<file path="src/rtl/flash_spi_reader.sv">
// SPI flash read engine: fetches one 32-bit little-endian word per CPU request with a READ (0x03) command.
// Optional single-entry word cache enabled by defining FLASH_SPI_READER_CACHE_EN.
module flash_spi_reader #(
    parameter logic [23:0] FLASH_BASE = 24'h100000,
    parameter logic [7:0]  READ_CMD   = 8'h03
) (
    input  logic        clk,
    input  logic        reset,
    input  logic        flash_read_en,
    input  logic [21:0] cpu_address,
    output logic        flash_read_ready,
    output logic [31:0] flash_read_data,
    output logic        flash_sck,
    output logic        flash_cs_n,
    output logic        flash_mosi,
    input  logic        flash_miso
);

    typedef enum logic [1:0] {
        IDLE  = 2'd0,
        SHIFT = 2'd1,
        DONE  = 2'd2
    } state_t;

    state_t      state_q;
    logic [5:0]  bit_cnt_q;
    logic        phase_q;
    logic [31:0] tx_q;
    logic [31:0] rx_q;
    logic        ready_q;
    logic [31:0] data_q;
    logic        sck_q;
    logic        cs_n_q;
    logic        mosi_q;

    logic [23:0] byte_addr_d;
    logic [31:0] rx_word_d;
    logic        cache_hit_s;

    // Flash bytes arrive b0 first, so the assembled shift word is reversed byte-wise.
    function automatic logic [31:0] byte_swap(input logic [31:0] w);
        return {w[7:0], w[15:8], w[23:16], w[31:24]};
    endfunction

    // Issued flash byte address and the receive word including the bit being sampled now.
    always_comb begin
        byte_addr_d = {cpu_address, 2'b00} + FLASH_BASE;
        rx_word_d   = {rx_q[30:0], flash_miso};
    end

`ifdef FLASH_SPI_READER_CACHE_EN
    logic        cache_valid_q;
    logic [21:0] cache_tag_q;

    // Hit when the held word belongs to the requested address.
    always_comb begin
        if (cache_valid_q && (cpu_address == cache_tag_q)) begin
            cache_hit_s = 1'b1;
        end else begin
            cache_hit_s = 1'b0;
        end
    end
`else
    assign cache_hit_s = 1'b0;
`endif

    // Transaction FSM with registered SPI pins and CPU handshake.
    always_ff @(posedge clk) begin
        if (reset) begin
            state_q   <= IDLE;
            bit_cnt_q <= 6'd0;
            phase_q   <= 1'b0;
            tx_q      <= 32'd0;
            rx_q      <= 32'd0;
            ready_q   <= 1'b0;
            data_q    <= 32'd0;
            sck_q     <= 1'b0;
            cs_n_q    <= 1'b1;
            mosi_q    <= 1'b0;
`ifdef FLASH_SPI_READER_CACHE_EN
            cache_valid_q <= 1'b0;
            cache_tag_q   <= 22'd0;
`endif
        end else begin
            case (state_q)
                IDLE: begin
                    sck_q  <= 1'b0;
                    cs_n_q <= 1'b1;
                    if (flash_read_en && cache_hit_s) begin
                        ready_q <= 1'b1;
                        state_q <= DONE;
                    end else if (flash_read_en) begin
                        tx_q      <= {READ_CMD, byte_addr_d};
                        cs_n_q    <= 1'b0;
                        mosi_q    <= READ_CMD[7];
                        bit_cnt_q <= 6'd0;
                        phase_q   <= 1'b0;
                        state_q   <= SHIFT;
`ifdef FLASH_SPI_READER_CACHE_EN
                        cache_valid_q <= 1'b0;
                        cache_tag_q   <= cpu_address;
`endif
                    end else begin
                        state_q <= IDLE;
                    end
                end
                SHIFT: begin
                    if (!phase_q) begin
                        sck_q   <= 1'b1;
                        phase_q <= 1'b1;
                    end else begin
                        // Falling SCK: capture MISO and present the next command/address bit.
                        sck_q   <= 1'b0;
                        phase_q <= 1'b0;
                        rx_q    <= rx_word_d;
                        tx_q    <= {tx_q[30:0], 1'b0};
                        if (bit_cnt_q == 6'd63) begin
                            cs_n_q    <= 1'b1;
                            mosi_q    <= 1'b0;
                            data_q    <= byte_swap(rx_word_d);
                            ready_q   <= 1'b1;
                            bit_cnt_q <= 6'd0;
                            state_q   <= DONE;
`ifdef FLASH_SPI_READER_CACHE_EN
                            cache_valid_q <= 1'b1;
`endif
                        end else begin
                            mosi_q    <= tx_q[30];
                            bit_cnt_q <= bit_cnt_q + 6'd1;
                        end
                    end
                end
                DONE: begin
                    ready_q <= 1'b0;
                    state_q <= IDLE;
                end
                default: begin
                    ready_q <= 1'b0;
                    sck_q   <= 1'b0;
                    cs_n_q  <= 1'b1;
                    mosi_q  <= 1'b0;
                    state_q <= IDLE;
                end
            endcase
        end
    end

    assign flash_read_ready = ready_q;
    assign flash_read_data  = data_q;
    assign flash_sck        = sck_q;
    assign flash_cs_n       = cs_n_q;
    assign flash_mosi       = mosi_q;

endmodule

</file>
<file path="config.mk">
export PLATFORM = sky130hd
export DESIGN_NAME = flash_spi_reader
export DESIGN_NICKNAME = d
export VERILOG_FILES = /design/src/rtl/flash_spi_reader.sv
export SDC_FILE = /design/constraint.sdc
export NUM_CORES = 1
export LEC_CHECK = 0
export ABC_AREA = 1
export ABC_CLOCK_PERIOD_IN_PS = 2100
export BUFFER_PORTS_ARGS = -buffer_cell sky130_fd_sc_hd__buf_2
export CAP_MARGIN = 20
export CORE_MARGIN = 10
export CORE_UTILIZATION = 60
export CTS_CLUSTER_DIAMETER = 40
export DETAILED_ROUTE_END_ITERATION = 10
export GPL_TIMING_DRIVEN = 0
export PLACE_DENSITY_LB_ADDON = 0.25
export SYNTH_ARGS = -nofsm -noshare
export SYNTH_HDL_FRONTEND = slang
export SYNTH_SLANG_ARGS = --single-unit
</file>
<file path="constraint.sdc">
create_clock -name clk -period 2.1 [get_ports clk]
set_input_delay 0.42 -clock clk [delete_from_list [all_inputs] [get_ports clk]]
set_output_delay 0.42 -clock clk [all_outputs]
set_load 0.02 [all_outputs]
</file>
[After elaboration in Yosys (flattened, before gate mapping)]
Index checks and enable logic that the tools add are counted.
Cells by class
  add/sub/neg operators: 2
  equal/unequal tests: 6
  multiplexer cells: 23
  bitwise logic cells: 2
  reduce and logical (&&, ||, !) cells: 10
Operator list (count)
  $mux W31: 2
  $pmux W31 S2: 1
  $add A24 B21 Y24 const B: 1
  $mux W6: 3
  $reduce_and A3 Y1: 5
  $pmux W6 S2: 1
  $mux W1: 8
  $add A6 B1 Y6 const B: 1
  $eq A6 B6 Y1 const B: 1
  $ne A2 B2 Y1 const B: 3
  $pmux W1 S2: 3
  $pmux W1 S3: 2
  $reduce_and A2 Y1: 3
  $mux W2: 2
  $pmux W2 S2: 1
  $eq A2 B1 Y1 const B: 1
  $eq A2 B2 Y1 const B: 1
  $logic_not A2 Y1: 1
  $not A1 Y1: 2
  $reduce_bool A2 Y1: 1
Storage, ports and cells
  register bits: 107
  input port bits: 26
  output and inout port bits: 36
  word-level logic and storage cells: 53

[Depth between registers and ports, before layout]
  word-level depth: 4
  gate-level depth with buffers: 8

[Worst setup path before layout]
No wires, ideal clock.
  path type: register -> register
  start point: register bit_cnt_q[0]
  end point: register data_q[14], in the netlist flash_read_data[14]
  library setup time: 0.059 ns
  arrival time: 1.262 ns
  data required time: 2.041 ns
  slack: 0.779 ns
  stages on the path, launching flop included: 9
  period minus slack after synthesis: 1.321 ns
  cells stage by stage: dfxtp_1 ha_1 nand3_1 nor2_2 nand2_4 nor2_8 buf_6 nand2_1 nand2_1
Between the ends
  word-level cells in the longest chain between the ends: 2
RTL lines
  start, declared: RTL line 26  | logic [5:0] bit_cnt_q;
  start signal, assigned: RTL line 129  | bit_cnt_q <= bit_cnt_q + 6'd1;
  $eq A6 B6 Y1: RTL line 117  | if (bit_cnt_q == 6'd63) begin
  $reduce_and A3 Y1 (no line)
  end signal, assigned: RTL line 120  | data_q <= byte_swap(rx_word_d);
  end, declared: RTL line 31  | logic [31:0] data_q;
Every way passes these cells.
A chain may end at the register's enable or synchronous reset.

[Worst setup path in the final report]
  start point: register bit_cnt_q[0]
  end point: register data_q[16], in the netlist flash_read_data[16]
The elaborated chain is that of the path after synthesis.

==> out/results.tsv <==
metric	value	unit
skew	0.0146	ns
crit_chain	ha_1, nand3_1, nor2_2, nand2_4, nor2_8, buf_6, nand2_1, nand2_1	
power_density	791	nW/µm²
numCtsBuffers	9	
path_buf_inv	1	
via_per_inst	5.18	
grt-ovfl-total	0	
worst_hold_slack	0.276	ns
maxCapViolations	0	
multi_input_area	1750	µm²
worst_setup_path_start_kind	flip-flop	
synthTopCellsByArea	dfxtp_1 (51%), nand2_1 (21%), nand3_1 (5.8%)	
dieArea	10600	µm²
coreArea	6760	µm²
root_buffer	clkbuf_8	
avgSynthCellArea	7.21	µm²
drc	0	
setup_violations	0	
grt_usage	0.185	
end_kind	flip-flop	
maxSlewViolCount	0	
grt_max_degree	20	
portBuffers	61	
n_antenna_cell	0	
outcome	finished, final reports clean	
synth.largest_area_cell	dfxtp_1	
ys_dominant_reg_cell	dfxtp_1	
h-tree-depth	3	
cts_tree	built	
drtAntennaViolNets	0	
io-pin-count	62	
syn_area	4130	µm²
die_h	103	µm
cts.sinks	105	
min_path_type	in -> reg	
synth_edf_count	0	
clock_latency	0.36	ns
area_growth	14.9	%
register_area	2100	µm²
initial_utilization	0.612	
crit_required	2.41	ns
post-synth-top-area-fraction	0.508	
period_share	0.747	
rsz0062_at_grt	no	
worst_slack	0.532	ns
gp_congestion	0.808	
fmax	638	MHz
ys_seq_area_frac	0.508	
ys_ff_latch	105	
clk_path_buf_depth	2	
yosysMostFrequentCell	nand2_1	
syn_nets	601	
drt_iter0_drc	213	
grt_pass1_wl	16000	µm
max-slew-margin-rel	0.650	
drive_above_1_share	0.166	
grt_pass1_vias	3555	
irDropWorstVdd	0.447	mV
die_w	103	µm
period_minus_slack	1.57	ns
cpPeakStageDelay	0.39	ns
p_leak	2.25	nW
routed_wl	9510	µm
drtPass1Iterations	4	
synthTopCellsByCount	nand2_1 (227), dfxtp_1 (105), nor2_1 (50)	
worst_pin_slew	0.525	ns
antenna_found_initial	0	
path_class	reg -> reg	
ys_types	23	
place_ws	0.366	ns
crit_fanout	10	
wire_per_inst	13.0	µm
setup_tns	0	ns
num_rows	30	
num-fill-cells	582	
final_nets	673	
cpLargestDelayFamily	simple AND/OR/NAND/NOR gates	
cpMaxStageDelayCell	dfxtp_1	
num_vias	3784	
hold_violations	0	
synthArstFlopShare	0	
crit_top_cell	nand2_1	
cts_resized	0	
dpl.hpwl	6800	µm
syn_inst	573	
cp.arrival	1.88	ns
cts_setup_buffers	0	
clk_pin_slew_worst_paths	0.10	ns
yosys_warnings	0	
hold_buffers	0	
## where the power goes
group / switching [mW] / internal [mW] / leakage [nW] / total [mW]
Clock: 0.731 / 0.577 / 0.104 / 1.31
Sequential: 0.0333 / 2.05 / 0.852 / 2.09
Combinational: 0.238 / 0.123 / 1.29 / 0.361
Total: 1.00 / 2.75 / 2.25 / 3.75
## cell families after synthesis
logic type	share of synthesized area
adder cells (fa/ha/maj)	0.00605
AO/OA/AOI/OAI	0.0920
flip-flops	0.508
AND/OR/NAND/NOR	0.326
buffers and inverters	0.0678
## flip-flops by register name, indices dropped and copies added, names as in the netlist
register	flops
bit_cnt_q	6
flash_cs_n	1
flash_mosi	1
flash_read_data	32
flash_read_ready	1
flash_sck	1
phase_q	1
rx_q	31
state_q	2
tx_q	29
## final timing paths
kind                start             endpoint  slack (ns)  cells past startpoint
max reg2reg  bit_cnt_q[0]  flash_read_data[16]        0.53                      8
min reg2reg      tx_q[25]             tx_q[26]        0.47                      2
max          bit_cnt_q[0]  flash_read_data[16]        0.53                      8
min            flash_miso  flash_read_data[24]        0.28                      3
## worst min-delay path, stage by stage
cell,delay [ns]
buf_2,0.09
nand2_1,0.05
nand2_1,0.05
## area by class of cell
class / count / share of cell area
clock inverter: 7 / 0.0182
clock buffer: 9 / 0.0261
sequential: 105 / 0.443
buffer: 34 / 0.0393
inverter: 25 / 0.0198
multi-input combinational: 409 / 0.369
tap: 80 / 0.0211
timing repair buffer: 61 / 0.0643
## metal layers
layer	track usage	vias up	wire length [µm]
li1	-	1949	-
met1	0.219	1761	4280
met2	0.322	66	4830
met3	0.0369	8	334
met4	0.0674	0	68
met5	0	-	0
## placed cells by master (no fill, tap or decap)
| cell type | instances |
|---|---|
| nand3_2 | 1 |
| ha_1 | 2 |
| inv_8 | 2 |
| buf_2 | 75 |
| inv_2 | 4 |
| clkinvlp_4 | 1 |
| o21bai_1 | 1 |
| dfxtp_1 | 105 |
| nand2_2 | 2 |
| clkinv_4 | 2 |
| nor2_2 | 1 |
| clkbuf_1 | 10 |
| nand2_1 | 227 |
| nand4_1 | 1 |
| buf_1 | 3 |
| nor2_8 | 1 |
| bufinv_16 | 1 |
| buf_6 | 4 |
| inv_1 | 21 |
| nor2_1 | 50 |
| a211oi_1 | 1 |
| buf_4 | 3 |
| nand3_1 | 48 |
| clkbuf_8 | 9 |
| o21ai_1 | 4 |
| inv_6 | 1 |
| a21oi_1 | 45 |
| nand2_4 | 1 |
| o21ai_0 | 24 |
## metrics by stage
stage	cell area [µm²]	utilization	std cells	total power, mW
after floorplan	4130	-	573	2.38
after global routing	4750	0.703	730	3.91
after global placement	4540	0.672	714	2.47
final	4750	0.703	730	3.75
after detailed placement	4540	0.672	714	2.49
after CTS	4750	0.703	730	3.77
Note: power is estimated with default switching activity, not from simulation.
